<file path="src/rtl/vec_demux3_buf.sv">
// Purpose: route one upstream vector to one of three single-entry output holding registers.
// Latency: 1 cycle from accept to out_valid/out_data on the selected port.
// Backpressure: in_ready follows the selected port only (empty or draining) and drops during flush.
module vec_demux3_buf #(
    parameter int WIDTH = 32,
    parameter int DEPTH = 4,
    parameter int CNTW  = 16
) (
    input  logic                          clk,
    input  logic                          rst_n,
    input  logic                          flush,
    input  logic                          in_valid,
    output logic                          in_ready,
    input  logic [1:0]                    in_sel,
    input  logic [0:DEPTH-1][WIDTH-1:0]   in_data,
    output logic [2:0]                    out_valid,
    input  logic [2:0]                    out_ready,
    output logic [0:DEPTH-1][WIDTH-1:0]   out_data0,
    output logic [0:DEPTH-1][WIDTH-1:0]   out_data1,
    output logic [0:DEPTH-1][WIDTH-1:0]   out_data2,
    output logic [CNTW-1:0]               cnt0,
    output logic [CNTW-1:0]               cnt1,
    output logic [CNTW-1:0]               cnt2
);

    typedef logic [0:DEPTH-1][WIDTH-1:0] vec_t;

    logic [2:0]      dest;
    logic            accept;
    logic [2:0]      xfer;
    logic [2:0]      valid_q;
    vec_t            data_q [3];
    logic [CNTW-1:0] cnt_q  [3];

    // One-hot destination decode; in_sel[1] wins so 10 and 11 both pick port2.
    always_comb begin
        dest = 3'b001;
        if (in_sel[1]) begin
            dest = 3'b100;
        end else if (in_sel[0]) begin
            dest = 3'b010;
        end
    end

    // Upstream ready depends only on the selected port's state, never on in_valid.
    always_comb begin
        in_ready = (|(dest & (~valid_q | out_ready))) && !flush;
        accept   = in_valid && in_ready;
        xfer     = valid_q & out_ready;
    end

    // Valid bits: drain clears, accept sets (accept wins so drain+reload has no bubble).
    always_ff @(posedge clk or negedge rst_n) begin
        if (!rst_n) begin
            valid_q <= 3'b000;
        end else if (flush) begin
            valid_q <= 3'b000;
        end else begin
            valid_q <= (valid_q & ~xfer) | (accept ? dest : 3'b000);
        end
    end

    // Holding registers load only on an accept into that port; otherwise they hold.
    always_ff @(posedge clk or negedge rst_n) begin
        if (!rst_n) begin
            for (int n = 0; n < 3; n++) begin
                data_q[n] <= '0;
            end
        end else begin
            for (int n = 0; n < 3; n++) begin
                if (accept && dest[n]) begin
                    data_q[n] <= in_data;
                end
            end
        end
    end

    // Transfer counters wrap naturally; a flush edge does not count drains.
    always_ff @(posedge clk or negedge rst_n) begin
        if (!rst_n) begin
            for (int n = 0; n < 3; n++) begin
                cnt_q[n] <= '0;
            end
        end else if (!flush) begin
            for (int n = 0; n < 3; n++) begin
                if (xfer[n]) begin
                    cnt_q[n] <= cnt_q[n] + CNTW'(1);
                end
            end
        end
    end

    assign out_valid = valid_q;
    assign out_data0 = data_q[0];
    assign out_data1 = data_q[1];
    assign out_data2 = data_q[2];
    assign cnt0      = cnt_q[0];
    assign cnt1      = cnt_q[1];
    assign cnt2      = cnt_q[2];

endmodule

</file>
<file path="config.mk">
export PLATFORM = sky130hd
export DESIGN_NAME = vec_demux3_buf
export DESIGN_NICKNAME = d
export VERILOG_FILES = /design/src/rtl/vec_demux3_buf.sv
export SDC_FILE = /design/constraint.sdc
export NUM_CORES = 1
export LEC_CHECK = 0
export BUFFER_PORTS_ARGS = -buffer_cell sky130_fd_sc_hd__buf_2
export CAP_MARGIN = 10
export CORE_AREA = 2 2 223 225
export CTS_CLUSTER_DIAMETER = 30
export DETAILED_ROUTE_END_ITERATION = 10
export DIE_AREA = 0 0 225 227
export GPL_TIMING_DRIVEN = 1
export HOLD_SLACK_MARGIN = 0.06
export SYNTH_ARGS = -nofsm -noshare
export SYNTH_HDL_FRONTEND = slang
export SYNTH_SLANG_ARGS = --single-unit
export TNS_END_PERCENT = 10
</file>
<file path="constraint.sdc">
create_clock -name clk -period 2.3 [get_ports clk]
set_input_delay 0.23 -clock clk [delete_from_list [all_inputs] [get_ports clk]]
set_output_delay 0.23 -clock clk [all_outputs]
set_load 0.05 [all_outputs]
</file>
### Word-level counts from Yosys, hierarchy flattened

Index checks and enable logic that the tools add are counted.

* register bits: 435
* memory bits (writable): 0
* logic and storage cells: 41
* latch bits: 0
* memory bits (read-only): 0
* memories: 0

* equality and inequality tests: 0
* magnitude comparators: 0
* bitwise logic cells: 8
* multipliers: 0
* add/sub/neg operators: 3
* div/mod/pow operators: 0
* reduce and logical (&&, ||, !) cells: 10
* shift-type cells: 0
* mux-type cells: 4

Operators by type and width (count)
* 16-bit by 1-bit adder with 16-bit output, second input constant: 3
* 3-bit bitwise AND: 3
* 3-bit 2-to-1 mux: 3
* 3-bit NOT: 2
* 3-bit OR: 2
* 2-bit AND reduction: 3
* 1-bit logical AND: 5
* 3-bit OR reduction: 1
* 2-bit 2-to-1 mux: 1
* 1-bit logical NOT: 1
* 1-bit NOT: 1

### Depth between registers and ports, before layout

Gate-level depths: netlist of the first run.

* depth in word-level cells: 9
* depth in mapped cells: 6
* depth with buffers taken out: 5

### Worst setup path after synthesis of the first run

Ideal clock, no wire load.

* path type: reg2reg
* start point: reg cnt_q, in the netlist cnt0[0]
* end point: reg cnt_q, in the netlist cnt0[14]
* clock period less this slack: 1.962 ns
* setup time: 0.141 ns
* cell stages (with the launch flop): 6
* arrival time: 1.821 ns
* slack: 0.338 ns
* cells stage by stage: dfrtp_1 > ha_1 > nand4b_1 > nor4_1 > nand3_1 > xnor2_1

* cells in the longest elaborated chain, start to end: 1

Ends and longest elaborated chain
* start, declared: line 33 `logic [CNTW-1:0] cnt_q [3];`
* start signal, assigned by index: line 87 `cnt_q[n] <= cnt_q[n] + CNTW'(1);`
* 16-bit by 1-bit adder with 16-bit output: line 87

No other way between the ends.
A chain may end at the register's enable or synchronous reset.

### Worst setup path in the final report of the first run

* start point: in flush
* end point: reg valid_q[1], in the netlist out_valid[1]

* cells in the longest elaborated chain, start to end: 6

Ends and longest elaborated chain
* start, declared: line 11 `input logic flush,`
* 1-bit logical NOT
* 1-bit logical AND: line 47 `in_ready = (|(dest & (~valid_q | out_ready))) && !flush;`
* 1-bit logical AND: line 48 `accept = in_valid && in_ready;`
* 3-bit 2-to-1 mux: line 59 `valid_q <= (valid_q & ~xfer) | (accept ? dest : 3'b000);`
* 3-bit OR: line 59
* 3-bit 2-to-1 mux *: line 56 `end else if (flush) begin`
* end signal, assigned: line 59
* end, declared: line 31 `logic [2:0] valid_q;`

Mark *: on every way between the ends. The rest lies on a longest branch, timed or not.

==> results.cfg, run 1 <==
[logic_synthesis]
synth_top_cell_by_area = dfrtp_1
yosysUniqueCellTypes = 31
synth_fp_nets = 1150
synth-xor-area-share = 0.0234
synthAdderAreaFrac = 0.00223
synth-edff-count = 0
synth_area_leaders = dfrtp_1 (65%), mux2_2 (19%), mux2_4 (8.9%)
synth-main-ff-cell = dfrtp_1
netlist_area_sq_um = 16900
yosysTopAreaCellShare = 0.646
synth.avg_cell_area_sq_um = 16.7
async_flop_share = 1.00
synthMostInstantiatedCell = dfrtp_1
muxShareOfSynthArea = 0.280
yosys-top-cells-count = dfrtp_1 (435), mux2_2 (285), mux2_4 (100)
synth_cells = 1010
synth_compound_area_frac = 0.00193
yosys.area_share.simple = 0.0278
yosysWarnings = 0
ys_ff_latch = 435
synth_top_family_by_area = multiplexers
yosysSeqAreaShare = 0.646

[floorplanning]
fp.dieH_um = 227
num_rows = 81
initial_utilization = 0.347
dieWidth_um = 225
die_area_sq_um = 51100
coreArea_sq_um = 48500
pin_count = 573

[setup_path]
path_max_fanout = 62
worstPathArrival_ns = 2.66
r2r-start = out_valid[1]
crit_required_ns = 2.79
critPathLaunchType = input pin
critPathKind = in -> reg
reg2regPathDepth = 6
rr_endpoint = out_valid[1]
critPathCaptureType = register
ff2ff_setup_slack_ns = 0.23

[route]
top_layer_used = met4
first_pass_iters = 4
ant_nets = 0
drt-met1-wl_mm = 19.3
finalWirelength_mm = 48.6
avgRoutedWirePerCell_um = 19.3
viasPerCell = 4.64
wl_met3_mm = 3.28
drc = 0
wl_met2_mm = 24.5
routed-via-count = 11679
drtIter0Drc = 380

[timing]
clock-skew-final_ns = 0.0198
rsz0062_at_grt = false
finalHoldViolations = 0
tightest_slew_ns = 0.620
setup_viol_count_final = 0
min_period_over_period = 0.943
period_minus_slack_ns = 2.17
maxSlewHeadroom = 0.583
fmaxAchievable_mhz = 461
maxSlewViolCount = 0
tns_ns = 0

[layout]
layout-drive-gt1-share = 0.619
regArea_sq_um = 10900
n_fill_cell = 4060
areaGrowthSynthToFinish_pct = 52.2
multi_input_area_sq_um = 5680
fin_util = 0.528
instances_no_fill = 2519
nNetsFinal = 1950
diodes = 0

[placement]
gp_congestion = 0.781
io_buffers = 572
place_inst = 2190
hpwl_mm = 32.7

[global_route]
grt_pass1_wl_mm = 73.2
grt_overflow_total = 0
grt_pass1_vias = 12595
grt_max_degree = 71
antenna_found_initial = 0
grt_usage = 0.185

[status]
status = finished clean

[clock_tree]
clk_latency_ns = 0.62
numCtsBuffers = 101
cts_setup_buffers = 0
cts_buffer_depth = 3
clkSinkCount = 435
clk_pin_slew_worst_paths_ns = 0.04
cts_tree = built
ctsRootBufferMaster = clkbuf_16
h-tree-depth = 3

[power_and_ir_drop]
vdd.ir_drop.worst_v = 0.000747
powerDensity_nw_per_um2 = 1360
p_leak_nw = 12.8

[min_path]
hold_class = in -> async

[flow_run]
drv_cap = 0
[placed cells by master, fill, tap and decap left out, drive strengths merged]
| cell type | instances |
|---|---|
| nor3 | 4 |
| dlygate4sd3 | 139 |
| xnor2 | 32 |
| buf | 601 |
| xor2 | 13 |
| nor4 | 4 |
| nor2 | 11 |
| o21ai | 2 |
| and4 | 1 |
| or2 | 2 |
| dfrtp | 435 |
| nand4b | 3 |
| mux2 | 386 |
| clkinvlp | 15 |
| clkbuf | 127 |
| o21a | 1 |
| clkinv | 28 |
| a21oi | 3 |
| nand3 | 18 |
| nand4 | 9 |
| nand2 | 23 |
| nand3b | 2 |
| or3b | 1 |
| nand2b | 3 |
| and2b | 1 |
| bufinv | 15 |
| and3 | 5 |
| ha | 3 |
| inv | 10 |
[worst max-delay path by stage]
stage / start / endpoint / depth (start not counted)
after global routing: flush / out_valid[1] / 7
after global placement: flush / out_data1[14] / 5
after CTS: flush / out_valid[1] / 7
after floorplan: cnt0[0] / cnt0[14] / 5
final: flush / out_valid[1] / 7
after detailed placement: flush / out_data1[14] / 5
[routing by layer]
metal	GRT usage	up-vias
li1	-	5213
met1	0.217	5969
met2	0.315	411
met3	0.0545	86
met4	0.0869	0
met5	0	-
[cell type report]
type                       count  area share
tap                          622      0.0303
multi-input combinational    527       0.222
inverter                       5    0.000732
clock inverter                63      0.0321
timing repair buffer         740       0.181
clock buffer                 127       0.109
sequential                   435       0.424
[power breakdown]
part	switching (mW)	internal [mW]
clock	4.57	10.3
combinational	7.26	2.70
sequential	0.886	9.21
total	12.7	22.2
[critical path: stages]
cell	delay (ns)
dlygate4sd3_1	0.52
buf_2	0.22
and2b_1	0.29
or3b_4	0.31
buf_16	0.33
o21ai_0	0.16
dlygate4sd3_1	0.59
[per-stage QoR]
stage          worst slack, ns  power, mW  cell area [sq um]  hold slack, ns
5_1_grt                 0.0215       36.2              25600           0.194
3_3_place_gp             0.326       19.8              20600           0.231
2_1_floorplan            0.338       17.2              16900         -0.0656
4_1_cts                  0.151       35.3              25600           0.150
3_5_place_dp             0.279       19.9              20600           0.234
6_report                 0.132       34.9              25600           0.184
[registers in the layout, summed over array words and instances (netlist names)]
signal and flops:
cnt0 16, cnt1 16, cnt2 16, out_data0 128, out_data1 128, out_data2 128, out_valid 3
[what timing repair did]
item,4_1_cts,5_1_grt
gates resized for setup,0,1
endpoints found under the hold margin,580,0
hold buffers,139,0
setup endpoints to repair,0,1
[logic make-up after synthesis]
group                      after synthesis
muxes                                  386
DFF                                    435
xor gates and xnor gates                45
adders and majority gates                3
AOI/OAI and AO/OA                        6
buffers and inverters                   48
and+or+nand+nor                         87
Power figures use the tool's default switching activity.
==> run 2: changes to the inputs <==
--- a/config.mk
+++ b/config.mk
@@ -5,14 +5,15 @@
 export SDC_FILE = /design/constraint.sdc
 export NUM_CORES = 1
 export LEC_CHECK = 0
+export ABC_AREA = 1
 export BUFFER_PORTS_ARGS = -buffer_cell sky130_fd_sc_hd__buf_2
 export CAP_MARGIN = 10
-export CORE_AREA = 2 2 223 225
+export CORE_AREA = 2 2 222 224
 export CTS_CLUSTER_DIAMETER = 30
 export DETAILED_ROUTE_END_ITERATION = 10
-export DIE_AREA = 0 0 225 227
+export DIE_AREA = 0 0 224 226
 export GPL_TIMING_DRIVEN = 1
-export HOLD_SLACK_MARGIN = 0.06
+export HOLD_SLACK_MARGIN = 0.02
 export SYNTH_ARGS = -nofsm -noshare
 export SYNTH_HDL_FRONTEND = slang
 export SYNTH_SLANG_ARGS = --single-unit
==> constraint.sdc (replaced) <==
create_clock -name clk -period 2.7 [get_ports clk]
set_input_delay 0.27 -clock clk [delete_from_list [all_inputs] [get_ports clk]]
set_output_delay 0.27 -clock clk [all_outputs]
set_load 0.05 [all_outputs]
==> run 2 against run 1 <==
  * Combinational power down 21%
  * Register-to-register slack better by 0.30 ns
  * Hold slack worse by 0.073 ns
  * Utilization about the same
  * Synthesized area up 1.5%
  * Largest cell class unchanged
  * Synthesized cell count up 94%
  * Clock-buffer cell count down 2
  * Die area down 0.88%
  * Final area down 0.42%
  * Via count up 39%
  * Sequential power down 16%
  * Clock skew down 0.0080 ns
==> results.cfg, run 2 <==
[status]
status = finished clean

[setup_path]
r2r-start = out_valid[1]
path_cells = nand2_1, nand2_1, nand3_2, nand4_1, buf_4, a21oi_1, dlygate4sd3_1
worst-path-buf-inv = 2
critPathLaunch = out_valid[1]
critPathLaunchType = register
reg2regPathDepth = 7
crit_required_ns = 3.24
rr_endpoint = out_valid[0]
worstPathArrival_ns = 2.71
crit_slowest_cell = dlygate4sd3_1
critPathKind = reg -> reg
path_max_fanout = 11
path_common_cell = nand2_1
max_stage_delay_ns = 0.58
crit_family = buffers and inverters
ff2ff_setup_slack_ns = 0.53
critPathCaptureType = register

[global_route]
grt_pass1_wl_mm = 89.7
grt_overflow_total = 0
antenna_found_initial = 0
grt_usage = 0.226
grt_max_degree = 82
grt_pass1_vias = 16168

[power_and_ir_drop]
comb_power_share = 0.273
powerDensity_nw_per_um2 = 1130
p_switching_mw = 10.8
pwr-share-clk = 0.432
p_leak_nw = 14.4
power_frac_seq = 0.295
swShare = 0.375
internal_power_mw = 18.1
vdd.ir_drop.worst_v = 0.000686

[floorplanning]
coreArea_sq_um = 48300
num_rows = 81
die_area_sq_um = 50600
initial_utilization = 0.354
pin_count = 573
fp.dieH_um = 226
dieWidth_um = 224

[timing]
fmaxAchievable_mhz = 462
period_minus_slack_ns = 2.17
maxSlewHeadroom = 0.622
maxSlewViolCount = 0
min_period_over_period = 0.802
rsz0062_at_grt = false
clock-skew-final_ns = 0.0118
tightest_slew_ns = 0.565
tns_ns = 0
setup_viol_count_final = 0
finalHoldViolations = 0
hold_ws_ns = 0.110

[clock_tree]
ctsRootBufferMaster = clkbuf_16
h-tree-depth = 3
clk_latency_ns = 0.61
numCtsBuffers = 100
clk_pin_slew_worst_paths_ns = 0.05
cts_setup_buffers = 0
cts_buffer_depth = 3
cts_tree = built
clkSinkCount = 435

[logic_synthesis]
synth-edff-count = 0
yosysTopAreaCellShare = 0.636
synth-main-ff-cell = dfrtp_1
synth_fp_nets = 2100
synth.avg_cell_area_sq_um = 8.73
synth_area_leaders = dfrtp_1 (64%), nand2_1 (28%), buf_4 (1.8%)
yosysSeqAreaShare = 0.636
synthMostInstantiatedCell = nand2_1
yosys-top-cells-count = nand2_1 (1263), dfrtp_1 (435), inv_1 (47)
yosysUniqueCellTypes = 23
synth_cells = 1960
async_flop_share = 1.00
synth_top_cell_by_area = dfrtp_1
ys_ff_latch = 435
yosysWarnings = 0
netlist_area_sq_um = 17100

[layout]
diodes = 0
areaGrowthSynthToFinish_pct = 49.2
nNetsFinal = 2850
instances_no_fill = 3414
design_area_sq_um = 25500
fin_util = 0.528
layout_common_cells = nand2_1 (1263), buf_2 (571), dfrtp_1 (435), dlygate4sd3_1 (133), clkbuf_16 (101)
layout-drive-gt1-share = 0.281
layout_commonest_cell = nand2_1

[placement]
io_buffers = 572
hpwl_mm = 37.8
place_inst = 3097
postPlaceCellArea_sq_um = 20700
gp_congestion = 0.895

[min_path]
min_to = cnt0[0]
whs_path_depth = 3
hold_class = in -> reg
hp-start = out_ready[0]

[route]
drtIter0Drc = 874
viasPerCell = 4.74
finalWirelength_mm = 58.4
ant_nets = 0
first_pass_iters = 7
drc = 0
routed-via-count = 16189
avgRoutedWirePerCell_um = 17.1

[flow_run]
drv_cap = 0
[run 2: worst max-delay path by stage]
stage,to,slack [ns],cells past startpoint
2_1_floorplan,cnt0[11],0.93,6
3_3_place_gp,out_data2[29],0.71,8
3_5_place_dp,out_data2[28],0.69,8
4_1_cts,out_valid[0],0.58,7
5_1_grt,out_valid[0],0.45,7
6_report,out_valid[0],0.53,7
[run 2: cell type report]
type / instances / area, sq um
Clock inverter: 59 / 766
Inverter: 48 / 180
Clock buffer: 125 / 2770
Sequential cell: 435 / 10900
Fill cell: 4330 / 22800
Multi-Input combinational cell: 1393 / 5540
Timing Repair Buffer: 732 / 4620
Tap cell: 622 / 778
[run 2: worst min-delay path: stages]
cell and delay [ns]:
buf_2 0.12, nand3_1 0.21, xnor2_1 0.09
[run 2: cell families after synthesis]
family                   Yosys count  synth area share
flip-flops                       435             0.636
buffers and inverters            132            0.0412
adder cells (fa/ha/maj)            3           0.00219
AO/OA/AOI/OAI                     13           0.00410
XOR/XNOR                          28            0.0143
AND/OR/NAND/NOR                 1349             0.302
[run 2: routing by layer]
metal | vias to the layer above | part of all wire | global-route usage
li1 | 7485 | - | -
met1 | 7853 | 0.40 | 0.273
met2 | 703 | 0.49 | 0.372
met3 | 148 | 0.071 | 0.0519
met4 | 0 | 0.045 | 0.131
met5 | - | 0 | 0
[run 2: power by group through the flow]
| stage | Combinational, mW | Sequential [mW] | Clock [mW] |
|---|---|---|---|
| after global routing | 8.27 | 8.65 | 13.0 |
| after CTS | 7.91 | 8.50 | 12.7 |
| final | 7.89 | 8.52 | 12.5 |
| after global placement | 7.67 | 8.54 | 0 |
| after floorplan | 1.11 | 12.9 | 0 |
| after detailed placement | 7.75 | 8.54 | 0 |
[run 2: stage by stage]
stage | setup slack [ns] | power, mW
after floorplan | 0.930 | 14.0
after global placement | 0.708 | 16.2
after detailed placement | 0.692 | 16.3
after CTS | 0.581 | 29.1
after global routing | 0.448 | 30.0
final | 0.535 | 28.9
[run 2: what timing repair did]
action,in CTS,in global routing
endpoints found under the hold margin,444,0
gates resized for setup,0,0
hold buffers,133,0
